### src/rtl/fetch_controller.sv
// Instruction fetch sequencer: owns the program counter, drives the
// instruction-memory address, captures each returned byte and offers it
// to the decoder over a valid/ready handshake. It also handles decoder
// jumps, stops on the halt opcode and restarts on start.
module fetch_controller #(
  parameter logic [7:0] START_ADDR  = 8'd10,
  parameter logic [7:0] HALT_OPCODE = 8'hE0,
  parameter int         ADDR_WIDTH  = 8
) (
  input  logic                  clock,
  input  logic                  reset,
  input  logic                  start,
  output logic [ADDR_WIDTH-1:0] endereco,
  input  logic [7:0]            instrucao_mem,
  output logic [7:0]            instrucao,
  output logic                  instr_valid,
  input  logic                  instr_ready,
  input  logic                  salto,
  input  logic [ADDR_WIDTH-1:0] destino,
  output logic [ADDR_WIDTH-1:0] pc,
  output logic                  halted,
  output logic                  busy
);

  typedef enum logic [1:0] {
    S_IDLE   = 2'd0,
    S_RUN    = 2'd1,
    S_DRAIN  = 2'd2,
    S_HALTED = 2'd3
  } state_t;

  state_t                r_state;
  logic [ADDR_WIDTH-1:0] r_addr;
  logic [ADDR_WIDTH-1:0] r_pc;
  logic [7:0]            r_instr;
  logic                  r_valid;
  logic                  r_halted;
  logic                  r_busy;

  logic                  w_handshake;
  logic                  w_jump;
  logic                  w_load;
  logic                  w_is_halt;
  logic [ADDR_WIDTH-1:0] w_next_addr;

  // Handshake, jump and load qualifiers derived from the current state.
  // A completed jump takes precedence over the sequential load so the
  // byte already fetched from endereco (the fall-through successor) is dropped.
  always_comb begin
    w_handshake = r_valid && instr_ready;
    w_jump      = (r_state == S_RUN) && salto && w_handshake;
    w_load      = (r_state == S_RUN) && (!r_valid || instr_ready) && !w_jump;
    w_is_halt   = (instrucao_mem == HALT_OPCODE);
    w_next_addr = r_addr + 1'b1;
  end

  // Single FSM: state, address, presented instruction and status flags.
  always_ff @(posedge clock) begin
    if (reset) begin
      r_state  <= S_IDLE;
      r_addr   <= START_ADDR;
      r_pc     <= '0;
      r_instr  <= '0;
      r_valid  <= 1'b0;
      r_halted <= 1'b0;
      r_busy   <= 1'b0;
    end else begin
      case (r_state)
        S_IDLE: begin
          if (start) begin
            r_addr  <= START_ADDR;
            r_state <= S_RUN;
            r_busy  <= 1'b1;
          end
        end

        S_RUN: begin
          if (w_jump) begin
            // Redirect; the memory returns MEMI[destino] before the next edge.
            r_addr  <= destino;
            r_valid <= 1'b0;
          end else if (w_load) begin
            r_instr <= instrucao_mem;
            r_pc    <= r_addr;
            r_valid <= 1'b1;
            if (w_is_halt) begin
              // Keep the address on the halt byte; nothing past it is fetched.
              r_state <= S_DRAIN;
            end else begin
              r_addr <= w_next_addr;
            end
          end
          // Otherwise: backpressure, every register holds.
        end

        S_DRAIN: begin
          if (instr_ready) begin
            r_valid  <= 1'b0;
            r_state  <= S_HALTED;
            r_halted <= 1'b1;
            r_busy   <= 1'b0;
          end
        end

        S_HALTED: begin
          if (start) begin
            r_addr   <= START_ADDR;
            r_state  <= S_RUN;
            r_halted <= 1'b0;
            r_busy   <= 1'b1;
          end
        end

        default: begin
          r_state <= S_IDLE;
          r_valid <= 1'b0;
          r_busy  <= 1'b0;
        end
      endcase
    end
  end

  assign endereco    = r_addr;
  assign instrucao   = r_instr;
  assign instr_valid = r_valid;
  assign pc          = r_pc;
  assign halted      = r_halted;
  assign busy        = r_busy;

endmodule

### config.mk
export PLATFORM = sky130hd
export DESIGN_NAME = fetch_controller
export DESIGN_NICKNAME = d
export VERILOG_FILES = /design/src/rtl/fetch_controller.sv
export SDC_FILE = /design/constraint.sdc
export NUM_CORES = 1
export LEC_CHECK = 0
export CORE_MARGIN = 4
export CORE_UTILIZATION = 41
export DETAILED_ROUTE_END_ITERATION = 8
export GPL_ROUTABILITY_DRIVEN = 0
export PLACE_DENSITY = 0.78
export SYNTH_ARGS = -nofsm -noshare
export SYNTH_HDL_FRONTEND = slang
export SYNTH_SLANG_ARGS = --single-unit
### constraint.sdc
create_clock -name clock -period 1.8 [get_ports clock]
set_input_delay 0.18 -clock clock [delete_from_list [all_inputs] [get_ports clock]]
set_output_delay 0.18 -clock clock [all_outputs]
set_load 0.01 [all_outputs]
### After elaboration in Yosys (flattened, before gate mapping)

Cells that the tools add are included.
Widths: inputs -> output; s select.

* bitwise gates (word level): 1
* reduce and logical (&&, ||, !) cells: 20
* mux-type cells: 20
* add/subtract/negate cells: 1
* equality and inequality tests: 12

Operator list (count)
* $mux 8: 4
* $pmux 8 s2: 1
* $reduce_and 3->1: 4
* $mux 2: 5
* $ne 2x2->1 const B: 5
* $add 8x1->8 const B: 1
* $eq 8x8->1 const B: 1
* $reduce_bool 2->1: 4
* $mux 1: 6
* $ne 3x3->1 const B: 2
* $pmux 1 s2: 3
* $pmux 2 s3: 1
* $logic_and 1x1->1: 5
* $reduce_and 5->1: 1
* $eq 2x2->1 const B: 2
* $reduce_and 4->1: 1
* $eq 2x1->1 const B: 1
* $logic_not 1->1: 2
* $logic_not 2->1: 1
* $ne 2x1->1 const B: 1
* $reduce_or 2->1: 1
* $logic_or 1x1->1: 1
* $not 1->1: 1

* input port bits: 21
* word-level logic and storage cells: 61
* output and inout port bits: 27
* flip-flop bits (word level): 29

### Longest topological paths before layout

* depth in word-level cells: 8
* mapped depth: 8
* depth with buffers taken out: 7

### Worst setup path after synthesis

Ideal clock, no wire load.

* path type: reg2reg
* start: register r_state[0]
* end: register r_addr[1] (netlist: endereco[1])
* arrival time: 1.717 ns
* path slack: -0.037 ns
* stages on the path, launching flop included: 9
* setup time: 0.120 ns
* period minus slack after synthesis: 1.837 ns
* cell sequence: dfxtp_1 -> inv_1 -> ha_1 -> clkbuf_2 -> or2b_2 -> o221ai_1 -> a31oi_4 -> nor2b_1 -> a211o_1

* word-level cells in the longest chain between the ends: 7
* elaborated cells between the ends (all ways): 16

Ends and longest elaborated chain
* start, declared: RTL line 32 `state_t r_state;`
* start signal, assigned: RTL line 60 `r_state <= S_IDLE;`
* start signal, assigned: RTL line 72 `r_state <= S_RUN;`
* start signal, assigned: RTL line 88 `r_state <= S_DRAIN;`
* $eq 2x1->1: RTL line 51, 52, 68
* $logic_and 1x1->1 (2 in series): RTL line 51 `w_jump = (r_state == S_RUN) && salto && w_handshake;`
* $logic_not 1->1: RTL line 52 `w_load = (r_state == S_RUN) && (!r_valid || instr_ready) && !w_jump;`
* $logic_and 1x1->1: RTL line 52
* $ne 3x3->1 (no line)
* $reduce_and 4->1 (no line)
* end signal, assigned: RTL line 80 `r_addr <= destino;`
* end signal, assigned: RTL line 90 `r_addr <= w_next_addr;`
* end, declared: RTL line 33 `logic [ADDR_WIDTH-1:0] r_addr;`

Parallel ways exist; a longest one is shown, timed or not.
A chain may end at the register's enable or synchronous reset.

### Final worst setup path

Same ends and word-level chain as after synthesis.

==> impl_metrics.toml <==
[run_status]
status = "finished, final reports clean"

[finish]
regArea_um2 = 583.1
drive_gt1_share_pct = 15.38
area_growth_pct = 47.93
fin_area_mm2 = 0.002147
antenna_cells = 0
multi_input_area_um2 = 842.1
nNetsFinal = 259
nFillCells = 307

[clock_tree]
cts_root_buf = "clkbuf_4"
clock-sinks = 29
htreeDepth = 2
postCtsHoldBufs = 0
clk_latency_ns = 0.32
cts_tree = "built"
ctsLongestPathBuffers = 2
cts_buffers = 5
cts.clk_slew.worst_paths_ns = 0.09

[floorplan]
die_h_um = 67.50
pin_count = 48
die_w_um = 67.50
rows = 21
fp.coreArea_mm2 = 0.003390
initial_core_util_pct = 42.82
die-area_mm2 = 0.004556

[global_routing]
grt_usage_pct = 15.58
gr-total-overflow = 0
grt_pass1_vias = 1287
grt_first_pass_wirelength_mm = 5.437
grt_max_degree = 31
grt_antenna_before_repair = 0

[detailed_routing]
route.vias.total = 1406
drcViolationCount = 0
detail_route.iter0.violations = 44
ant_nets = 0
drt-total-wl_mm = 3.552
vias_per_cell = 5.021
drtPass1Iterations = 4
wl_per_cell_um = 12.69

[synth]
synth_top_cell_area_share_pct = 40.00
ys_types = 42
synth_warnings = 0
synthArstFlopShare_pct = 0
synth_cells = 175
synth_nets = 200
syn_area_per_cell_um2 = 8.294
synth_edf_count = 0
yosysTopAreaCell = "dfxtp_1"
ys_seq_area_share_pct = 40.00
synth-seq-cells = 29
ys.flop_type = "dfxtp_1"
ys_top_cells_by_area = "dfxtp_1 (40%), nand2_1 (10%), a21oi_1 (8.3%)"
netlist_area_mm2 = 0.001451

[power_and_ir_drop]
swShare_pct = 38.51
switchingPower_mw = 1.129
powerDensity_mw_per_mm2 = 1366
combPwrFrac_pct = 55.8
p_seq_share_pct = 30.6
leakage_nw = 0.7789
finalPower_mw = 2.932
ir_drop_uv = 956.2
p_int_mw = 1.803
pwr-share-clk_pct = 13.6

[sta]
slew_violations = 0
hold_violations = 0
fmax_mhz = 583.1
layout_min_cycle_time_ns = 1.715
setup_viol = 0
fin_crit_sh_pct = 95.28
tightest_slew_ns = 0.3072
clock-skew-final_ns = 0.01233
slew_headroom_pct = 79.52

[worst_setup_path]
crit_required_ns = 2.02
timing.rr.start = "r_state[0]"
critical_path_class = "register to register"
cp-start-kind = "register"
cp.arrival_ns = 1.93
setup.worst_path.start = "r_state[0]"
end_kind = "register"
crit_path_max_fanout = 5

[place]
dp_hpwl_mm = 2.601
port_buffers = 47
placed_area_mm2 = 0.002029

[min_path]
min_from = "destino[0]"
hold_path_class = "input port to register"

[run]
maxCapViolations = 0
## worst max-delay path, cell delays in order (launching register included)
cell	delay (ns)
dfxtp_2	0.35
inv_1	0.08
ha_4	0.26
or2b_4	0.22
o221ai_4	0.12
a31oi_4	0.25
nor2b_1	0.08
a211o_1	0.26
## cell type report
| cell class | instances | area share, % |
|---|---|---|
| clock buffer | 7 | 2.564 |
| timing repair buffer | 62 | 27.16 |
| multi-input combinational | 129 | 39.22 |
| inverter | 7 | 1.224 |
| sequential | 29 | 27.16 |
| tap | 46 | 2.681 |
## cell usage in the layout (no fill, tap or decap), drive strengths merged
cell type      Yosys  final
o21ai              1      1
mux2               1      1
nand3              3      3
clkdlybuf4s50      0     47
and3               4      4
buf                4     15
a211oi             2      2
xor2               1      1
and4bb             1      1
a211o              1      1
o22a               3      3
a22oi              3      3
nor4b              1      1
dfxtp             29     29
and4               1      1
nand2             39     39
or3                1      1
inv                7      7
and2b              1      1
nor3               3      3
a21boi             1      1
nor2               9      9
o2111ai            1      1
or2b               1      1
ha                 4      4
nor3b              2      2
o22ai              4      4
a31oi              1      2
clkbuf             5      7
nand2b             1      1
mux2i              4      4
o2bb2ai            3      3
and2               2      2
a21oi             24     24
nand4              1      1
o221ai             2      2
nor2b              1      1
o31ai              1      1
## worst paths after layout
check                                     to  slack, ns  cells after the start
worst max register to register   endereco[1]       0.09                      7
worst min register to register  instrucao[6]       0.46                      2
worst max-delay path             endereco[1]       0.09                      7
worst min-delay path             endereco[0]       0.43                      3
## registers in the layout, summed over array words and instances (netlist names)
signal / flops
halted: 1
endereco: 8
busy: 1
r_state: 2
instrucao: 8
instr_valid: 1
pc: 8
## what timing repair did
action                     CTS  global route
cloned                       1             0
setup buffers                0             0
gates resized for setup      3             7
setup endpoints to repair    3             6
## synth_stat cells (2+ instances only)
| library cell | count |
|---|---|
| a21oi_1 | 24 |
| a22oi_1 | 3 |
| and2_1 | 2 |
| and3_1 | 4 |
| buf_4 | 3 |
| clkbuf_1 | 4 |
| dfxtp_1 | 29 |
| ha_1 | 4 |
| inv_1 | 7 |
| mux2i_1 | 4 |
| nand2_1 | 39 |
| nand3_1 | 3 |
| nor2_1 | 9 |
| nor3_1 | 3 |
| nor3b_1 | 2 |
| o221ai_1 | 2 |
| o22a_1 | 3 |
| o22ai_1 | 4 |
| o2bb2ai_1 | 3 |
## metal layers
layer  GRT usage (%)  wire [um]
met2           25.88       1692
met1           19.14       1611
met3           3.993        201
met5               0          0
met4           6.076         47
## through the flow
| step | hold slack (ns) | worst slack, ns | std cells | TNS, ns | util, % |
|---|---|---|---|---|---|
| 2_1_floorplan | 0.3160 | 0.002621 | 175 | 0 | - |
| 3_3_place_gp | 0.4414 | -0.03051 | 272 | -0.04628 | 59.87 |
| 3_5_place_dp | 0.4473 | -0.1054 | 272 | -0.1895 | 59.87 |
| 4_1_cts | 0.4131 | 0.01491 | 280 | 0 | 62.02 |
| 5_1_grt | 0.4300 | -0.006687 | 280 | -0.006687 | 63.34 |
| 6_report | 0.4262 | 0.08503 | 280 | 0 | 63.34 |
## power groups by stage
| stage | combinational, mW | sequential (mW) | clock, mW |
|---|---|---|---|
| global route | 1.80 | 0.923 | 0.430 |
| detailed placement | 1.46 | 0.905 | 0 |
| finish | 1.64 | 0.897 | 0.399 |
| floorplan | 0.886 | 0.936 | 0 |
| global placement | 1.44 | 0.900 | 0 |
| CTS | 1.51 | 0.892 | 0.407 |
## cell families after synthesis
kind of cell | share of synthesized area (%)
xor+xnor | 0.6036
compound gates | 21.81
mux | 3.535
flops | 40.00
fa+ha+maj | 3.448
simple gates | 24.05
buf+inv | 6.551
Note: power is estimated with default switching activity, not from simulation.
